`config.mk`:
```
export PLATFORM = sky130hd
export DESIGN_NAME = serial_add_sub
export DESIGN_NICKNAME = d
export VERILOG_FILES = /design/src/rtl/alu_pkg.sv /design/src/rtl/full_adder.sv /design/src/rtl/serial_add_sub.sv
export SDC_FILE = /design/constraint.sdc
export NUM_CORES = 1
export LEC_CHECK = 0
export BUFFER_PORTS_ARGS = -buffer_cell sky130_fd_sc_hd__buf_2
export CAP_MARGIN = 20
export CORE_MARGIN = 2
export CORE_UTILIZATION = 55
export DETAILED_ROUTE_END_ITERATION = 8
export PLACE_DENSITY = 0.75
export SKIP_CTS_REPAIR_TIMING = 1
export SLEW_MARGIN = 15
export SYNTH_ARGS = -nofsm -noshare
export SYNTH_HDL_FRONTEND = slang
export SYNTH_HIERARCHICAL = 1
export SYNTH_SLANG_ARGS = --single-unit
export TNS_END_PERCENT = 50
```
`constraint.sdc`:
```
create_clock -name clk -period 2.5 [get_ports clk]
set_input_delay 0 -clock clk [delete_from_list [all_inputs] [get_ports clk]]
set_output_delay 0 -clock clk [all_outputs]
set_load 0.05 [all_outputs]
```
`src/rtl/alu_pkg.sv`:
```
// Shared encodings for the serial arithmetic datapath.
package alu_pkg;

    // Sequencer states of the bit-serial unit.
    typedef enum logic {
        ST_IDLE = 1'b0,
        ST_RUN  = 1'b1
    } state_t;

    // Operation select, as presented on the sub input.
    localparam logic OP_ADD = 1'b0;
    localparam logic OP_SUB = 1'b1;

endpackage : alu_pkg

```
`src/rtl/full_adder.sv`:
```
// One-bit full adder cell.
module full_adder (
    input  logic a_i,
    input  logic b_i,
    input  logic c_i,
    output logic s_o,
    output logic c_o
);

    // Sum and majority carry of the three input bits.
    always_comb begin
        s_o = a_i ^ b_i ^ c_i;
        c_o = (a_i & b_i) | (a_i & c_i) | (b_i & c_i);
    end

endmodule : full_adder

```
`src/rtl/serial_add_sub.sv`:
```
// Bit-serial WIDTH-bit adder/subtractor: one full_adder cell, LSB first,
// one bit per clock, with result/carry/overflow/zero flags and a
// start/busy/done handshake.
module serial_add_sub
    import alu_pkg::*;
#(
    parameter int unsigned WIDTH = 16
) (
    input  logic             clk,
    input  logic             rst_n,
    input  logic             start,
    input  logic             sub,
    input  logic [WIDTH-1:0] op_a,
    input  logic [WIDTH-1:0] op_b,
    output logic             busy,
    output logic             done,
    output logic [WIDTH-1:0] result,
    output logic             carry,
    output logic             overflow,
    output logic             zero
);

    // Counter only needs to reach WIDTH-1 inside RUN; sized for WIDTH for headroom.
    localparam int unsigned CW = $clog2(WIDTH + 1);

    state_t           state_q;
    logic [WIDTH-1:0] a_q, a_d;
    logic [WIDTH-1:0] b_q, b_d;
    logic [WIDTH-1:0] sum_q, sum_d;
    logic             cin_q;
    logic [CW-1:0]    cnt_q, cnt_d;
    logic             last_bit;

    logic [WIDTH-1:0] result_q;
    logic             carry_q;
    logic             overflow_q;
    logic             zero_q;
    logic             busy_q;
    logic             done_q;

    logic             fa_sum;
    logic             fa_cout;

    full_adder u_fa (
        .a_i (a_q[0]),
        .b_i (b_q[0]),
        .c_i (cin_q),
        .s_o (fa_sum),
        .c_o (fa_cout)
    );

    // Next values of the operand/sum shifters and the bit counter for one RUN step.
    // The sum bit is written after the shift so the same code holds for WIDTH=1.
    always_comb begin
        a_d            = a_q >> 1;
        b_d            = b_q >> 1;
        sum_d          = sum_q >> 1;
        sum_d[WIDTH-1] = fa_sum;
        cnt_d          = cnt_q + CW'(1);
        last_bit       = (cnt_q == CW'(WIDTH - 1));
    end

    // Sequencer, datapath registers and registered outputs.
    always_ff @(posedge clk or negedge rst_n) begin
        if (!rst_n) begin
            state_q    <= ST_IDLE;
            a_q        <= '0;
            b_q        <= '0;
            sum_q      <= '0;
            cin_q      <= 1'b0;
            cnt_q      <= '0;
            result_q   <= '0;
            carry_q    <= 1'b0;
            overflow_q <= 1'b0;
            zero_q     <= 1'b0;
            busy_q     <= 1'b0;
            done_q     <= 1'b0;
        end else begin
            done_q <= 1'b0;
            case (state_q)
                ST_IDLE: begin
                    if (start) begin
                        a_q     <= op_a;
                        b_q     <= (sub == OP_SUB) ? ~op_b : op_b;
                        cin_q   <= sub;
                        cnt_q   <= '0;
                        sum_q   <= '0;
                        busy_q  <= 1'b1;
                        state_q <= ST_RUN;
                    end
                end
                ST_RUN: begin
                    a_q   <= a_d;
                    b_q   <= b_d;
                    sum_q <= sum_d;
                    cin_q <= fa_cout;
                    cnt_q <= cnt_d;
                    if (last_bit) begin
                        // cin_q is the carry into the MSB during the last step.
                        result_q   <= sum_d;
                        carry_q    <= fa_cout;
                        overflow_q <= cin_q ^ fa_cout;
                        zero_q     <= (sum_d == '0);
                        done_q     <= 1'b1;
                        busy_q     <= 1'b0;
                        state_q    <= ST_IDLE;
                    end
                end
                default: begin
                    state_q <= ST_IDLE;
                    busy_q  <= 1'b0;
                end
            endcase
        end
    end

    // Registered outputs straight to the ports.
    always_comb begin
        busy     = busy_q;
        done     = done_q;
        result   = result_q;
        carry    = carry_q;
        overflow = overflow_q;
        zero     = zero_q;
    end

endmodule : serial_add_sub

```
==> results.rst, run 1 <==
.. list-table::
   :header-rows: 1

   * - Metric
     - Value
   * - Layout net count
     - 410
   * - Period Utilization, post-route
     - 74.00%
   * - Post-detailed-route wirelength per cell
     - 13.78 microns
   * - Final std cells w/o fill
     - 450
   * - Largest delay contributor family on the critical path
     - simple AND/OR/NAND/NOR gates
   * - Endpoints failing setup
     - 0
   * - Number of register bits inferred by synthesis
     - 75
   * - Via-per-instance ratio
     - 5.262
   * - Maximum number of pins on one net before global-route repair
     - 76
   * - Area delta synth->final
     - 17.05%
   * - Total detailed-routing wirelength
     - 6202 microns
   * - Proportion of synthesized chip area in sequential cells
     - 54.43%
   * - Unrepaired setup endpoints after global routing
     - no
   * - Arrival time of the worst setup path
     - 2.09 ns
   * - Share of cells above drive strength 1
     - 25.33%
   * - Logic gate share of total power
     - 37.4%
   * - Cell Chain, Critical Path
     - ha_1 > and3_1 > ha_1 > nand2_4 > mux2_2
   * - Quantity of I/O buffers inserted on ports
     - 56
   * - Number of CTS-inserted buffers
     - 9
   * - Cell variety after synth
     - 26
   * - Post-synth design cell area
     - 0.003448 sq mm
   * - Maximum Capacitance Violations
     - 0
   * - Measured slew at the worst slew-check pin
     - 0.9028 ns
   * - Clock transition time at the flip-flop clock pins of the worst setup and hold paths
     - 0.08 ns
   * - CP Data Required Time
     - 2.74 ns
   * - Post-route worst hold slack
     - -0.03269 ns
   * - Crit-path slowest cell
     - sky130_fd_sc_hd__dfrtp_1
   * - Element type at the critical path end
     - flip-flop
   * - Vias after detailed routing
     - 2,368
   * - Setup tns final
     - 0 ns
   * - Cell row count
     - 28
   * - Hold/Removal Path Class
     - input pin to flip-flop
   * - Max stage delay on crit path
     - 0.41 ns
   * - Mean Syn Cell Area
     - 11.20 sq um
   * - Sum of buffers and inverters on the critical path
     - 0
   * - Layout Skew
     - 0.007473 ns
   * - Internal cell power
     - 0.002741 W
   * - Remaining design rule violation count
     - 0
   * - Cell total after placement
     - 421
   * - Synthesized netlist cell count
     - 308
   * - Worst slew slack as a fraction of its limit
     - 39.82%
   * - Number of nets in the synthesized netlist
     - 348
   * - 1st-pass router iterations
     - 4
   * - Run status
     - complete, but fails checks
   * - Cell mode on critical path
     - sky130_fd_sc_hd__ha_1
   * - Min Clock Period, post-route
     - 1.850 ns
   * - Max Freq
     - 0.5406 GHz
   * - Worst-Skew Late Latency
     - 0.34 ns
   * - Antenna diodes
     - 0
   * - Hpwl dp
     - 3949 microns
   * - Net switching share of the total power
     - 40.68%
   * - First-pass GRT wire length
     - 10,450 microns
   * - Via count of the first global-routing pass
     - 2,203
   * - Worst Setup Path Type
     - flip-flop to flip-flop
   * - Critical path launch point type
     - flip-flop
   * - Total count of hold-check failures in the final report
     - 5
   * - Clock net sink count
     - 75
   * - Area enclosed by the die boundary
     - 0.006919 sq mm
   * - Maximum level of the CTS H-tree
     - 3
   * - Power density over the cells
     - 1145 mW/mm^2
   * - Max Fanout on Critical Path
     - 22
   * - Clock share of power
     - 18.7%
   * - Antenna violations before repair
     - 0
   * - Leakage dissipation
     - 2.006 nW
   * - Drt initial violations
     - 126
   * - Net switching power figure
     - 0.001879 W
   * - Global-route usage over all layers
     - 18.80%
   * - Violations in the final reports
     - negative hold slack
   * - Height of the chip
     - 83.18 microns
   * - Minimum setup slack after placement
     - 0.6391 ns
   * - Die W
     - 83.18 microns
   * - Core Region
     - 0.005991 sq mm
   * - Max-slew violations
     - 0
   * - Initial Utilization
     - 57.56%
   * - Final weighted congestion in routability-driven placement
     - 0.7336
   * - Worst-case vdd ir drop
     - 735.7 uV
   * - Clock tree root buffer cell
     - sky130_fd_sc_hd__clkbuf_8
   * - Clock tree from TritonCTS
     - built
   * - Relative contribution of sequential cells to total power
     - 43.9%
   * - Warnings from Yosys
     - 6
   * - Post-detailed-route count of antenna-violating nets
     - 0
   * - Final worst setup slack
     - 0.6501 ns
   * - Overflow left after global routing
     - 0
   * - Buffer depth of the longest clock path
     - 2
   * - Number of top-level pins
     - 57
-- registers in the layout (all words and copies together) (netlist names), 5 cells and up --
register and cells:
a_q 16, b_q 16, result 16, sum_q 15, cnt_q 5
-- metrics by stage --
stage | cell area [sq um] | power [W] | utilization (%) | hold WS, ns
6_report | 4036 | 0.004620 | 67.38 | -0.03269
5_1_grt | 4036 | 0.004950 | 67.38 | 0.01817
4_1_cts | 3906 | 0.004657 | 65.20 | -0.1821
3_5_place_dp | 3720 | 0.003778 | 62.09 | 0.1986
3_3_place_gp | 3720 | 0.003709 | 62.09 | 0.1931
2_1_floorplan | 3448 | 0.003372 | - | -0.2956
-- cell usage after synthesis, drive strengths merged --
master  number  area [sq um]
a211oi       1         7.510
a31o         1         8.760
nor2         5         18.77
xnor2        3         26.28
nor4         4         25.02
inv          5         18.77
fa           1         20.02
buf         13         111.4
a22o         1         8.760
xor2        16         140.1
o22ai        2         12.51
nand2       66         255.2
nand3        2         10.01
dfrtp       75          1877
and3         1         6.260
clkbuf       8         30.03
mux2        17         247.7
nand4        1         6.260
mux2i       33         330.3
ha           3         37.54
o21ai       50         250.2
-- worst reg2reg max path: stages, from the launching register on --
cell and delay, ns:
sky130_fd_sc_hd__dfrtp_1 0.41, sky130_fd_sc_hd__ha_1 0.23, sky130_fd_sc_hd__and3_1 0.20, sky130_fd_sc_hd__ha_1 0.22
sky130_fd_sc_hd__nand2_4 0.30, sky130_fd_sc_hd__mux2_2 0.38
-- power by group through the flow --
stage	sequential [W]	combinational, W	clock (W)
6_report	0.00203	0.00173	0.000865
5_1_grt	0.00209	0.00191	0.000946
4_1_cts	0.00203	0.00174	0.000889
3_5_place_dp	0.00205	0.00173	0
3_3_place_gp	0.00203	0.00168	0
2_1_floorplan	0.00245	0.000920	0
-- cells in the final DEF (no fill, tap or decap), types with 3 or more instances in the layout --
cell	count
sky130_fd_sc_hd__buf_2	55
sky130_fd_sc_hd__buf_4	3
sky130_fd_sc_hd__clkbuf_8	10
sky130_fd_sc_hd__clkinvlp_4	3
sky130_fd_sc_hd__dfrtp_1	74
sky130_fd_sc_hd__dlygate4sd3_1	13
sky130_fd_sc_hd__ha_1	3
sky130_fd_sc_hd__inv_1	5
sky130_fd_sc_hd__mux2_4	15
sky130_fd_sc_hd__mux2i_1	33
sky130_fd_sc_hd__nand2_1	65
sky130_fd_sc_hd__nor2_1	5
sky130_fd_sc_hd__nor4_1	4
sky130_fd_sc_hd__o21ai_0	50
sky130_fd_sc_hd__xnor2_1	3
sky130_fd_sc_hd__xor2_1	16
-- routing by layer --
layer,GRT usage [%],share of wire [%],vias to the layer above
li1,-,-,1162
met1,26.21,47,1150
met2,28.30,48,51
met3,5.467,4.0,5
met4,6.557,0.98,0
met5,0,0,-
-- cells by family after synthesis --
kind of cell	count (synthesis)	synth area share, %
simple gates	79	9.325
fa+ha+maj	4	1.669
mux	50	16.76
xor+xnor	19	4.826
buf+inv	26	4.644
flops	75	54.43
compound gates	55	8.346
-- final cells by class --
class / count / area [sq um]
flip-flops and latches: 75 / 1878
clock buffers: 10 / 137.6
fillers: 466 / 1954
multi-input cells: 207 / 1411
well taps: 75 / 93.84
clock inverters: 6 / 48.80
inverters: 5 / 18.77
repair buffers: 72 / 447.9
-- worst paths after layout --
path / start / end / slack [ns] / cells after the start
setup / recovery: cnt_q[0]$_DFFE_PN0P_ / carry$_DFFE_PN0P_ / 0.65 / 5
hold / removal: op_a[11] / a_q[11]$_DFFE_PN0P_ / -0.03 / 3
setup reg to reg: cnt_q[0]$_DFFE_PN0P_ / carry$_DFFE_PN0P_ / 0.65 / 5
hold reg to reg: a_q[8]$_DFFE_PN0P_ / a_q[7]$_DFFE_PN0P_ / 0.49 / 2
max in group asynchronous: rst_n / state_q$_DFF_PN0_ / 1.54 / 2
min in group asynchronous: rst_n / result[4]$_DFFE_PN0P_ / 0.32 / 2
Power figures use the tool's default switching activity.
==> run 2, diff against run 1 <==
- ABC_AREA: not set -> 1
- CORE_UTILIZATION: 55 -> 50
- PLACE_DENSITY: 0.75 -> 0.72
- clock period: 2.5 -> 1.5 ns (I/O delays scaled with it)
==> results.rst, run 2 <==
.. list-table::
   :header-rows: 1

   * - Metric
     - Value
   * - Element type at the critical path end
     - flip-flop (unchanged)
   * - Number of CTS-inserted buffers
     - 9 (unchanged)
   * - Post-synth design cell area
     - 0.003201 sq mm (was 0.003448 sq mm)
   * - Remaining design rule violation count
     - 0 (unchanged)
   * - Commonest non-fill, non-tap cell in the layout
     - sky130_fd_sc_hd__nand2_1 (was sky130_fd_sc_hd__dfrtp_1)
   * - Post-place instance area
     - 0.003617 sq mm (was 0.003720 sq mm)
   * - Most frequent cells after synthesis
     - sky130_fd_sc_hd__nand2_1, sky130_fd_sc_hd__dfrtp_1, sky130_fd_sc_hd__o21ai_0 (was sky130_fd_sc_hd__dfrtp_1, sky130_fd_sc_hd__nand2_1, sky130_fd_sc_hd__o21ai_0)
   * - Measured slew at the worst slew-check pin
     - 0.4894 ns (was 0.9028 ns)
   * - Height of the chip
     - 84.01 microns (was 83.18 microns)
   * - Via-per-instance ratio
     - 5.151 (was 5.262)
   * - Post-route cell area
     - 0.004264 sq mm (was 0.004036 sq mm)
   * - Clock tree from TritonCTS
     - built (unchanged)
   * - Clock net sink count
     - 75 (unchanged)
   * - Antenna violations before repair
     - 0 (unchanged)
   * - Arrival time of the worst setup path
     - 1.69 ns (was 2.09 ns)
   * - Critical path launch point type
     - flip-flop (unchanged)
   * - Hpwl dp
     - 4297 microns (was 3949 microns)
   * - Vias after detailed routing
     - 2,586 (was 2,368)
   * - Layout Skew
     - 0.01222 ns (was 0.007473 ns)
   * - Hold Path Cell Cnt
     - 3 (unchanged)
   * - Top_reg_cell synth
     - sky130_fd_sc_hd__dfrtp_1 (unchanged)
   * - Proportion of register bits with asynchronous set or reset after synthesis
     - 100.0% (unchanged)
   * - 1st-pass router iterations
     - 4 (unchanged)
   * - Number of nets in the synthesized netlist
     - 357 (was 348)
   * - Drt initial violations
     - 119 (was 126)
   * - Largest delay contributor family on the critical path
     - flip-flops (was simple AND/OR/NAND/NOR gates)
   * - Initial Utilization
     - 50.99% (was 57.56%)
   * - Mean Syn Cell Area
     - 10.10 sq um (was 11.20 sq um)
   * - FF-to-FF path depth
     - 6 (was 5)
   * - Share of Yosys cell area claimed by the top area cell type
     - 58.64% (was 54.43%)
   * - Global-route usage over all layers
     - 19.06% (was 18.80%)
   * - Layout filler cell count
     - 500 (was 466)
   * - Post-detailed-route wirelength per cell
     - 13.54 microns (was 13.78 microns)
   * - First-pass GRT wire length
     - 10,630 microns (was 10,450 microns)
   * - Layout net count
     - 460 (was 410)
   * - Post-detailed-route count of antenna-violating nets
     - 0 (unchanged)
   * - Quantity of I/O buffers inserted on ports
     - 56 (unchanged)
   * - Via count of the first global-routing pass
     - 2,373 (was 2,203)
   * - Endpoints failing setup
     - 0 (unchanged)
   * - Proportion of synthesized chip area in sequential cells
     - 58.64% (was 54.43%)
   * - Min Clock Period, post-route
     - 1.459 ns (was 1.850 ns)
   * - Core Region
     - 0.006277 sq mm (was 0.005991 sq mm)
   * - Max-slew violations
     - 0 (unchanged)
   * - Total detailed-routing wirelength
     - 6795 microns (was 6202 microns)
   * - Worst Setup Path Type
     - flip-flop to flip-flop (unchanged)
   * - Die W
     - 84.01 microns (was 83.18 microns)
   * - Area contributors post-synth
     - sky130_fd_sc_hd__dfrtp_1, sky130_fd_sc_hd__nand2_1, sky130_fd_sc_hd__xnor2_1 (was sky130_fd_sc_hd__dfrtp_1, sky130_fd_sc_hd__mux2i_1, sky130_fd_sc_hd__o21ai_0)
   * - Multi-input gate area in the final layout
     - 0.001142 sq mm (was 0.001411 sq mm)
   * - Share of cells above drive strength 1
     - 24.47% (was 25.33%)
   * - Final weighted congestion in routability-driven placement
     - 0.7837 (was 0.7336)
   * - Leakage dissipation
     - 2.088 nW (was 2.006 nW)
   * - Number of register bits inferred by synthesis
     - 75 (unchanged)
   * - Leading cell types in the layout, fill and taps excluded
     - sky130_fd_sc_hd__nand2_1, sky130_fd_sc_hd__dfrtp_1, sky130_fd_sc_hd__buf_2 (was sky130_fd_sc_hd__dfrtp_1, sky130_fd_sc_hd__nand2_1, sky130_fd_sc_hd__buf_2)
   * - Cell variety after synth
     - 29 (was 26)
   * - Power density over the cells
     - 1746 mW/mm^2 (was 1145 mW/mm^2)
   * - Warnings from Yosys
     - 6 (unchanged)
   * - Most frequent cell after synthesis
     - sky130_fd_sc_hd__nand2_1 (was sky130_fd_sc_hd__dfrtp_1)
   * - Hold/Removal Path Class
     - input pin to flip-flop (unchanged)
   * - Max Freq
     - 0.6856 GHz (was 0.5406 GHz)
   * - Buffer depth of the longest clock path
     - 2 (unchanged)
   * - CP Data Required Time
     - 1.74 ns (was 2.74 ns)
   * - Area delta synth->final
     - 33.23% (was 17.05%)
   * - Number of top-level pins
     - 57 (unchanged)
   * - Storage cell area
     - 0.001878 sq mm (unchanged)
   * - Antenna diodes
     - 0 (unchanged)
   * - Worst-Skew Late Latency
     - 0.35 ns (was 0.34 ns)
   * - Yosys top cell by area
     - sky130_fd_sc_hd__dfrtp_1 (unchanged)
   * - Area enclosed by the die boundary
     - 0.007057 sq mm (was 0.006919 sq mm)
   * - Overflow left after global routing
     - 0 (unchanged)
   * - Crit path depth
     - 6 (was 5)
   * - Period Utilization, post-route
     - 97.25% (was 74.00%)
   * - Count of flip-flops with a built-in enable after synthesis
     - 0 (unchanged)
   * - Clock tree root buffer cell
     - sky130_fd_sc_hd__clkbuf_8 (unchanged)
   * - Maximum number of pins on one net before global-route repair
     - 41 (was 76)
   * - Crit-path slowest cell
     - sky130_fd_sc_hd__dfrtp_1 (unchanged)
   * - Worst slew slack as a fraction of its limit
     - 67.37% (was 39.82%)
   * - Maximum level of the CTS H-tree
     - 3 (unchanged)
   * - Maximum Capacitance Violations
     - 0 (unchanged)
   * - Max stage delay on crit path
     - 0.39 ns (was 0.41 ns)
   * - Clock transition time at the flip-flop clock pins of the worst setup and hold paths
     - 0.09 ns (was 0.08 ns)
   * - Cell Chain, Critical Path
     - ha_1 > and3_4 > ha_4 > nand2_8 > clkbuf_16 > o21ai_0 (was ha_1 > and3_1 > ha_1 > nand2_4 > mux2_2)
   * - Synthesized netlist cell count
     - 317 (was 308)
   * - Cell row count
     - 29 (was 28)
   * - Overall power
     - 0.007445 W (was 0.004620 W)
   * - Sum of buffers and inverters on the critical path
     - 1 (was 0)
   * - Max Fanout on Critical Path
     - 9 (was 22)
   * - Worst-case vdd ir drop
     - 1171 uV (was 735.7 uV)
   * - Total count of hold-check failures in the final report
     - 0 (was 5)
   * - Run status
     - finished, final reports clean (was complete, but fails checks)
run 2: cell type report:
type / instances / share of cell area, %
sequential: 75 / 44.04
inverter: 22 / 2.113
multi-input combinational: 204 / 26.79
timing repair buffer: 108 / 20.13
clock inverter: 7 / 1.761
tap: 77 / 2.259
clock buffer: 9 / 2.905
run 2: power by group:
part	internal, W	switching (W)	leakage [nW]
clock network	0.000776	0.000798	0.0923
logic	0.00102	0.00173	1.00
registers	0.00272	0.000405	0.996
run 2: stage by stage:
stage	setup TNS, ns	cells	util (%)	worst slack [ns]	hold slack [ns]
3_5_place_dp	-0.03057	449	57.62	-0.02077	-0.0008658
3_3_place_gp	0	449	57.62	0.06305	-0.004760
6_report	0	502	67.93	0.04132	0.03246
4_1_cts	-0.07089	465	60.79	-0.04059	-0.3908
2_1_floorplan	0	317	-	0.03694	-0.2956
5_1_grt	-0.01124	502	67.93	-0.01124	0.06649
run 2: final timing paths:
check | endpoint | slack (ns) | from
max reg2reg | result[5]$_DFFE_PN0P_ | 0.04 | cnt_q[0]$_DFFE_PN0P_
min | state_q$_DFF_PN0_ | 0.03 | start
max | result[5]$_DFFE_PN0P_ | 0.04 | cnt_q[0]$_DFFE_PN0P_
min reg2reg | carry$_DFFE_PN0P_ | 0.48 | carry$_DFFE_PN0P_
max in group asynchronous | overflow$_DFFE_PN0P_ | 0.73 | rst_n
min in group asynchronous | result[8]$_DFFE_PN0P_ | 0.15 | rst_n
run 2: per-layer routing:
metal  routed length (microns)  vias to the layer above  share of wire, %  track usage (%)
met1                      3081                     1243                45            24.79
met3                       250                        8               3.7            4.649
met2                      3377                       68                50            30.69
met5                         0                        -                 0                0
met4                        86                        0               1.3            7.918
li1                          -                     1267                 -                -
run 2: cells by family after synthesis:
group / Yosys count / synth area share [%]
buf+inv: 38 / 6.723
xor+xnor: 17 / 4.652
flops: 75 / 58.64
fa+ha+maj: 4 / 1.798
compound gates: 70 / 12.94
simple gates: 113 / 15.25
run 2: tightest hold or removal path, delay by kind of cell:
family                 cells  cell delay, ns
and+or+nand+nor            2            0.18
buffers and inverters      1            0.16
